$ cat config.mk
export PLATFORM = sky130hd
export DESIGN_NAME = prio_sel_arbiter
export DESIGN_NICKNAME = d
export VERILOG_FILES = /design/src/rtl/prio_sel_arbiter.sv
export SDC_FILE = /design/constraint.sdc
export NUM_CORES = 1
export LEC_CHECK = 0
export CORE_UTILIZATION = 35
export DETAILED_ROUTE_END_ITERATION = 6
export GPL_TIMING_DRIVEN = 0
export SLEW_MARGIN = 30
export SYNTH_ARGS = -nofsm -noshare
export SYNTH_HDL_FRONTEND = slang
export SYNTH_SLANG_ARGS = --single-unit
$ cat constraint.sdc
create_clock -name clk -period 2.7 [get_ports clk]
set_input_delay 0.405 -clock clk [delete_from_list [all_inputs] [get_ports clk]]
set_output_delay 0.405 -clock clk [all_outputs]
set_load 0.05 [all_outputs]
$ cat src/rtl/prio_sel_arbiter.sv
// prio_sel_arbiter: sequential arbiter for a 6-input priority-select datapath.
// Grants one requester at a time on a shared output lane, holds the grant
// across multi-cycle transfers while lock is high, forces a release after
// HOLD_MAX consecutive cycles (with a one-cycle cool-down that masks the
// released owner), and honours a late veto on requester 3. The selected data
// is registered so the late veto never reaches the output combinationally.
//
// Optional feature: define PRIO_SEL_ARBITER_RR_EN for round-robin winner
// selection; otherwise index 0 has the highest fixed priority.
module prio_sel_arbiter #(
    parameter int NREQ     = 6,
    parameter int DW       = 1,
    parameter int HOLD_MAX = 4
) (
    input  logic               clk,
    input  logic               rst_n,
    input  logic [NREQ-1:0]    req,
    input  logic [NREQ-1:0]    lock,
    input  logic               late_veto,
    input  logic [NREQ*DW-1:0] data,
    output logic [NREQ-1:0]    gnt,
    output logic               gnt_vld,
    output logic [2:0]         gnt_id,
    output logic [DW-1:0]      z
);

    typedef enum logic [1:0] {
        IDLE  = 2'd0,
        GRANT = 2'd1,
        COOL  = 2'd2
    } state_t;

    localparam int VETO_IDX = 3;

    state_t            state_q, state_d;
    logic [NREQ-1:0]   gnt_q, gnt_d;
    logic              gnt_vld_q, gnt_vld_d;
    logic [2:0]        gnt_id_q, gnt_id_d;
    logic [3:0]        cnt_q, cnt_d;
    logic [NREQ-1:0]   mask_q, mask_d;
    logic [DW-1:0]     z_q, z_d;

    logic [2:0]        arb_ptr;
    logic [NREQ-1:0]   elig;
    logic [NREQ-1:0]   elig_ex;
    logic              any_all, any_ex;
    logic [2:0]        win_all, win_ex;
    logic              do_grant;
    logic [2:0]        grant_idx;
    logic              owner_drop;

`ifdef PRIO_SEL_ARBITER_RR_EN
    logic [2:0]        rr_ptr_q, rr_ptr_d;
    assign arb_ptr = rr_ptr_q;
`else
    assign arb_ptr = 3'd0;
`endif

    // First set bit of v at or after ptr, wrapping modulo NREQ.
    function automatic logic [2:0] pick_idx(input logic [NREQ-1:0] v,
                                            input logic [2:0]      ptr);
        logic [2:0] win;
        logic       found;
        int         idx;
        win   = 3'd0;
        found = 1'b0;
        for (int k = 0; k < NREQ; k++) begin
            idx = int'(ptr) + k;
            if (idx >= NREQ) idx = idx - NREQ;
            if (!found && v[idx]) begin
                win   = 3'(idx);
                found = 1'b1;
            end
        end
        return win;
    endfunction

    // Eligibility and the two arbitration views: everyone, and everyone but the owner.
    always_comb begin
        elig = req & ~mask_q;
        if (late_veto) elig[VETO_IDX] = 1'b0;
        elig_ex = elig & ~gnt_q;
        any_all = |elig;
        any_ex  = |elig_ex;
        win_all = pick_idx(elig, arb_ptr);
        win_ex  = pick_idx(elig_ex, arb_ptr);
    end

    // Next-state, grant, hold-count, mask and data-capture decisions.
    always_comb begin
        state_d   = state_q;
        gnt_d     = gnt_q;
        gnt_id_d  = gnt_id_q;
        cnt_d     = cnt_q;
        mask_d    = mask_q;
        z_d       = z_q;
        do_grant  = 1'b0;
        grant_idx = 3'd0;
        owner_drop = !req[gnt_id_q] ||
                     ((gnt_id_q == 3'(VETO_IDX)) && late_veto);
`ifdef PRIO_SEL_ARBITER_RR_EN
        rr_ptr_d  = rr_ptr_q;
`endif

        case (state_q)
            IDLE: begin
                if (any_all) begin
                    do_grant  = 1'b1;
                    grant_idx = win_all;
                end
            end
            GRANT: begin
                z_d = data[int'(gnt_id_q)*DW +: DW];
                if (owner_drop) begin
                    if (any_ex) begin
                        do_grant  = 1'b1;
                        grant_idx = win_ex;
                    end else begin
                        state_d  = IDLE;
                        gnt_d    = '0;
                        gnt_id_d = 3'd0;
                        cnt_d    = 4'd0;
                    end
                end else if (!lock[gnt_id_q]) begin
                    if (any_all) begin
                        do_grant  = 1'b1;
                        grant_idx = win_all;
                    end else begin
                        state_d  = IDLE;
                        gnt_d    = '0;
                        gnt_id_d = 3'd0;
                        cnt_d    = 4'd0;
                    end
                end else if (cnt_q >= 4'(HOLD_MAX)) begin
                    mask_d[gnt_id_q] = 1'b1;
                    state_d  = COOL;
                    gnt_d    = '0;
                    gnt_id_d = 3'd0;
                    cnt_d    = 4'd0;
                end else begin
                    cnt_d = cnt_q + 4'd1;
                end
            end
            COOL: begin
                mask_d = '0;
                if (any_all) begin
                    do_grant  = 1'b1;
                    grant_idx = win_all;
                end else begin
                    state_d = IDLE;
                end
            end
            default: begin
                state_d  = IDLE;
                gnt_d    = '0;
                gnt_id_d = 3'd0;
                cnt_d    = 4'd0;
                mask_d   = '0;
            end
        endcase

        if (do_grant) begin
            state_d  = GRANT;
            gnt_d    = {{(NREQ-1){1'b0}}, 1'b1} << grant_idx;
            gnt_id_d = grant_idx;
            cnt_d    = 4'd1;
`ifdef PRIO_SEL_ARBITER_RR_EN
            rr_ptr_d = (grant_idx == 3'(NREQ-1)) ? 3'd0 : grant_idx + 3'd1;
`endif
        end

        gnt_vld_d = |gnt_d;
    end

    // State and output registers; reset drops any grant immediately.
    always_ff @(posedge clk or negedge rst_n) begin
        if (!rst_n) begin
            state_q   <= IDLE;
            gnt_q     <= '0;
            gnt_vld_q <= 1'b0;
            gnt_id_q  <= 3'd0;
            cnt_q     <= 4'd0;
            mask_q    <= '0;
            z_q       <= '0;
        end else begin
            state_q   <= state_d;
            gnt_q     <= gnt_d;
            gnt_vld_q <= gnt_vld_d;
            gnt_id_q  <= gnt_id_d;
            cnt_q     <= cnt_d;
            mask_q    <= mask_d;
            z_q       <= z_d;
        end
    end

`ifdef PRIO_SEL_ARBITER_RR_EN
    // Round-robin pointer: names the highest-priority index for the next arbitration.
    always_ff @(posedge clk or negedge rst_n) begin
        if (!rst_n) begin
            rr_ptr_q <= 3'd0;
        end else begin
            rr_ptr_q <= rr_ptr_d;
        end
    end
`endif

    assign gnt     = gnt_q;
    assign gnt_vld = gnt_vld_q;
    assign gnt_id  = gnt_id_q;
    assign z       = z_q;

endmodule

==> run summary <==
Bufs on Longest Clock Path = 2
CORE AREA = 4470 µm²
Peak VDD IR = 0.388 mV
design area = 2180 µm²
DRT Pass-1 Iters = 7
# nets final = 239
mux cell area share after synthesis = 4.04%
antenna violations before repair = 0
DR vias = 1600
sequential cell area fraction in the yosys report = 34.4%
Mapped Nets = 200
share of post-route cells with drive strength above 1 = 16.5%
FMAX = 0.385 GHz
RSZ-0062 raised after global routing = false
Die Y = 71.2 µm
drt initial violations = 78
final hold slack = 0.103 ns
vias in the first global route = 1560
Slew HR = 60.5%
Tmin final = 2.60 ns
worst r2r src = gnt_id[1]
Total GRT Usage = 20.0%
status = finished with violations
dpl ws = -0.469 ns
Clk Latency, worst-skew pair = 0.27 ns
Post-CTS Hold Buffers = 0
Synth area leaders = dfrtp_1 34%, o31ai_1 4.5%, nor2_1 3.8%, ha_1 3.7%, a41oi_1 3.1%
root buf cell = clkbuf_8
Synth Area per Inst = 9.62 µm²
area leader, netlist = dfrtp_1
PwrDens = 1240 nW/µm²
Reg-to-Reg End = gnt[2]
Least-Margin Pin Slew = 0.593 ns
first-pass GRT wire length = 7840 µm
Synth Area in Simple Gates = 22.4%
flops & latches, synth = 23
Multi-input gate area = 1090 µm²
Synthesis Warnings = 0
critical path required time = 2.87 ns
ANT cells = 0
gpl congestion = 0.857
htree depth = 1
ys async rst share = 100%
Post-synth EDFFs = 0
row cnt = 24
Post-Synth XOR/XNOR Area = 0%
flip-flop and latch area = 576 µm²
hpwl dp = 3720 µm
worst setup path endpoint = gnt[4]
synthesized area = 1670 µm²
Num Clock Sinks = 23
Critical Path Fanout Max = 6
distinct cell type count after synthesis = 59
number of routed nets with antenna violations = 0
vias per std cell = 6.06
post-synthesis compound-gate area fraction = 31.3%
initial core utilization = 37.4%
cts bufs inserted = 3
die area = 5060 µm²
area post-placement = 2040 µm²
most frequent cell after synthesis = dfrtp_1
Post-Route WL = 4760 µm
commonest cells in the netlist = 23 x dfrtp_1, 17 x nor2_1, 10 x o31ai_1
critical path type = primary input to flop
Fillers = 411
class of the worst hold path = primary input to async pin
final hold vios = 0
PnR worst setup slack = 0.101 ns
CTS tree = done
I/O pins = 32
Worst Setup SP = req[3]
crit end category = flop
synthesized instance count = 174
Buffers on Ports = 31
GRT Residual Overflow = 0
Yosys top cell area share = 34.4%
Worst Reg-to-Reg Cells = 7
routed len/inst = 18.0 µm
synthesis-to-layout area growth = 30.0%
r2r setup slk = 0.17 ns
Startpoint Class = primary input
leakage = 0.880 nW
DRC viols = 8
max_cap viols = 0
clock transition at the registers of the reported paths = 0.09 ns
largest net degree at the start of global routing = 24
failing checks = design-rule violations
adder-cell share of the synthesized area = 3.74%
Layout Skew = 0.00408 ns
Max Transition Viols Final = 0
fin util = 48.6%
Setup Viol. Count Final = 0
final period utilization = 96.3%
Critical Path AT = 2.77 ns
Die W = 71.2 µm
largest family of logic cells by synthesized area = compound AO/OA/AOI/OAI gates
Main synth FF type = dfrtp_1
## worst min path at each step
stage / slack (ns) / start / cells after the start / to
after global placement: 0.47 / z / 1 / z
after detailed placement: 0.43 / rst_n / 1 / gnt[0]
after floorplan: 0.11 / rst_n / 0 / cnt_q[0]
after global routing: 0.15 / rst_n / 1 / cnt_q[1]
final: 0.10 / rst_n / 1 / cnt_q[3]
after CTS: 0.13 / rst_n / 1 / cnt_q[3]
## cells by family (layout without fill, tap and decap cells)
| family | count (synthesis) | after routing |
|---|---|---|
| compound gates | 64 | 64 |
| simple gates | 63 | 63 |
| flops | 23 | 23 |
| buf+inv | 13 | 51 |
| mux | 6 | 6 |
| fa+ha+maj | 5 | 5 |
## power breakdown
group	leakage [nW]	internal [mW]	switching, mW
logic	0.556	0.778	1.12
registers	0.299	0.463	0.112
clock network	0.0255	0.103	0.118
total	0.880	1.34	1.35
## per-stage QoR
stage / total power, mW / std cells / setup TNS [ns]
floorplan: 1.84 / 174 / 0
global placement: 2.27 / 257 / -3.16
detailed placement: 2.29 / 257 / -4.08
CTS: 2.54 / 261 / 0
global route: 2.89 / 264 / 0
finish: 2.69 / 264 / 0
## flip-flops by register name, indices dropped and copies added (netlist names)
name	count
mask_q	6
z	1
cnt_q	4
state_q	2
gnt_id	3
gnt	6
gnt_vld	1
## metal layers
layer | part of all wire [%] | GRT usage (%) | up-vias
li1 | - | - | 765
met4 | 1.5 | 7.11 | 0
met3 | 4.5 | 3.56 | 7
met1 | 46 | 27.6 | 779
met5 | 0 | 0 | -
met2 | 48 | 31.4 | 49
## worst max-delay path, stage by stage
cell	delay [ns]
clkdlybuf4s50_1	0.51
or3b_1	0.39
and4b_1	0.30
a211oi_4	0.44
a211o_2	0.22
o2111ai_1	0.19
o31ai_1	0.32
## placed cells by master (no fill, tap or decap), types with 4 or more instances in the layout
master and instances:
nor3b_1 5, nor2_1 17, a21oi_1 7, nand3_1 9, o21ai_0 4, nand2b_1 4
clkdlybuf4s50_1 30, a41oi_1 6, o31ai_1 8, inv_1 9, buf_4 4, and2_1 4
dfrtp_1 23, ha_1 5
## what timing repair did
item / in CTS / in global routing
setup endpoints to repair: 8 / 8
gates resized for setup: 2 / 8
pin swaps: 0 / 2
setup buffers: 0 / 3
## layout make-up
cell class | instances | share of cell area, %
well taps | 52 | 2.99
multi-input cells | 138 | 50.2
clock inverters | 1 | 0.230
flip-flops and latches | 23 | 26.5
plain buffers | 4 | 1.61
clock buffers | 3 | 1.90
repair buffers | 34 | 15.1
inverters | 9 | 1.55
Note: power is estimated with default switching activity, not from simulation.
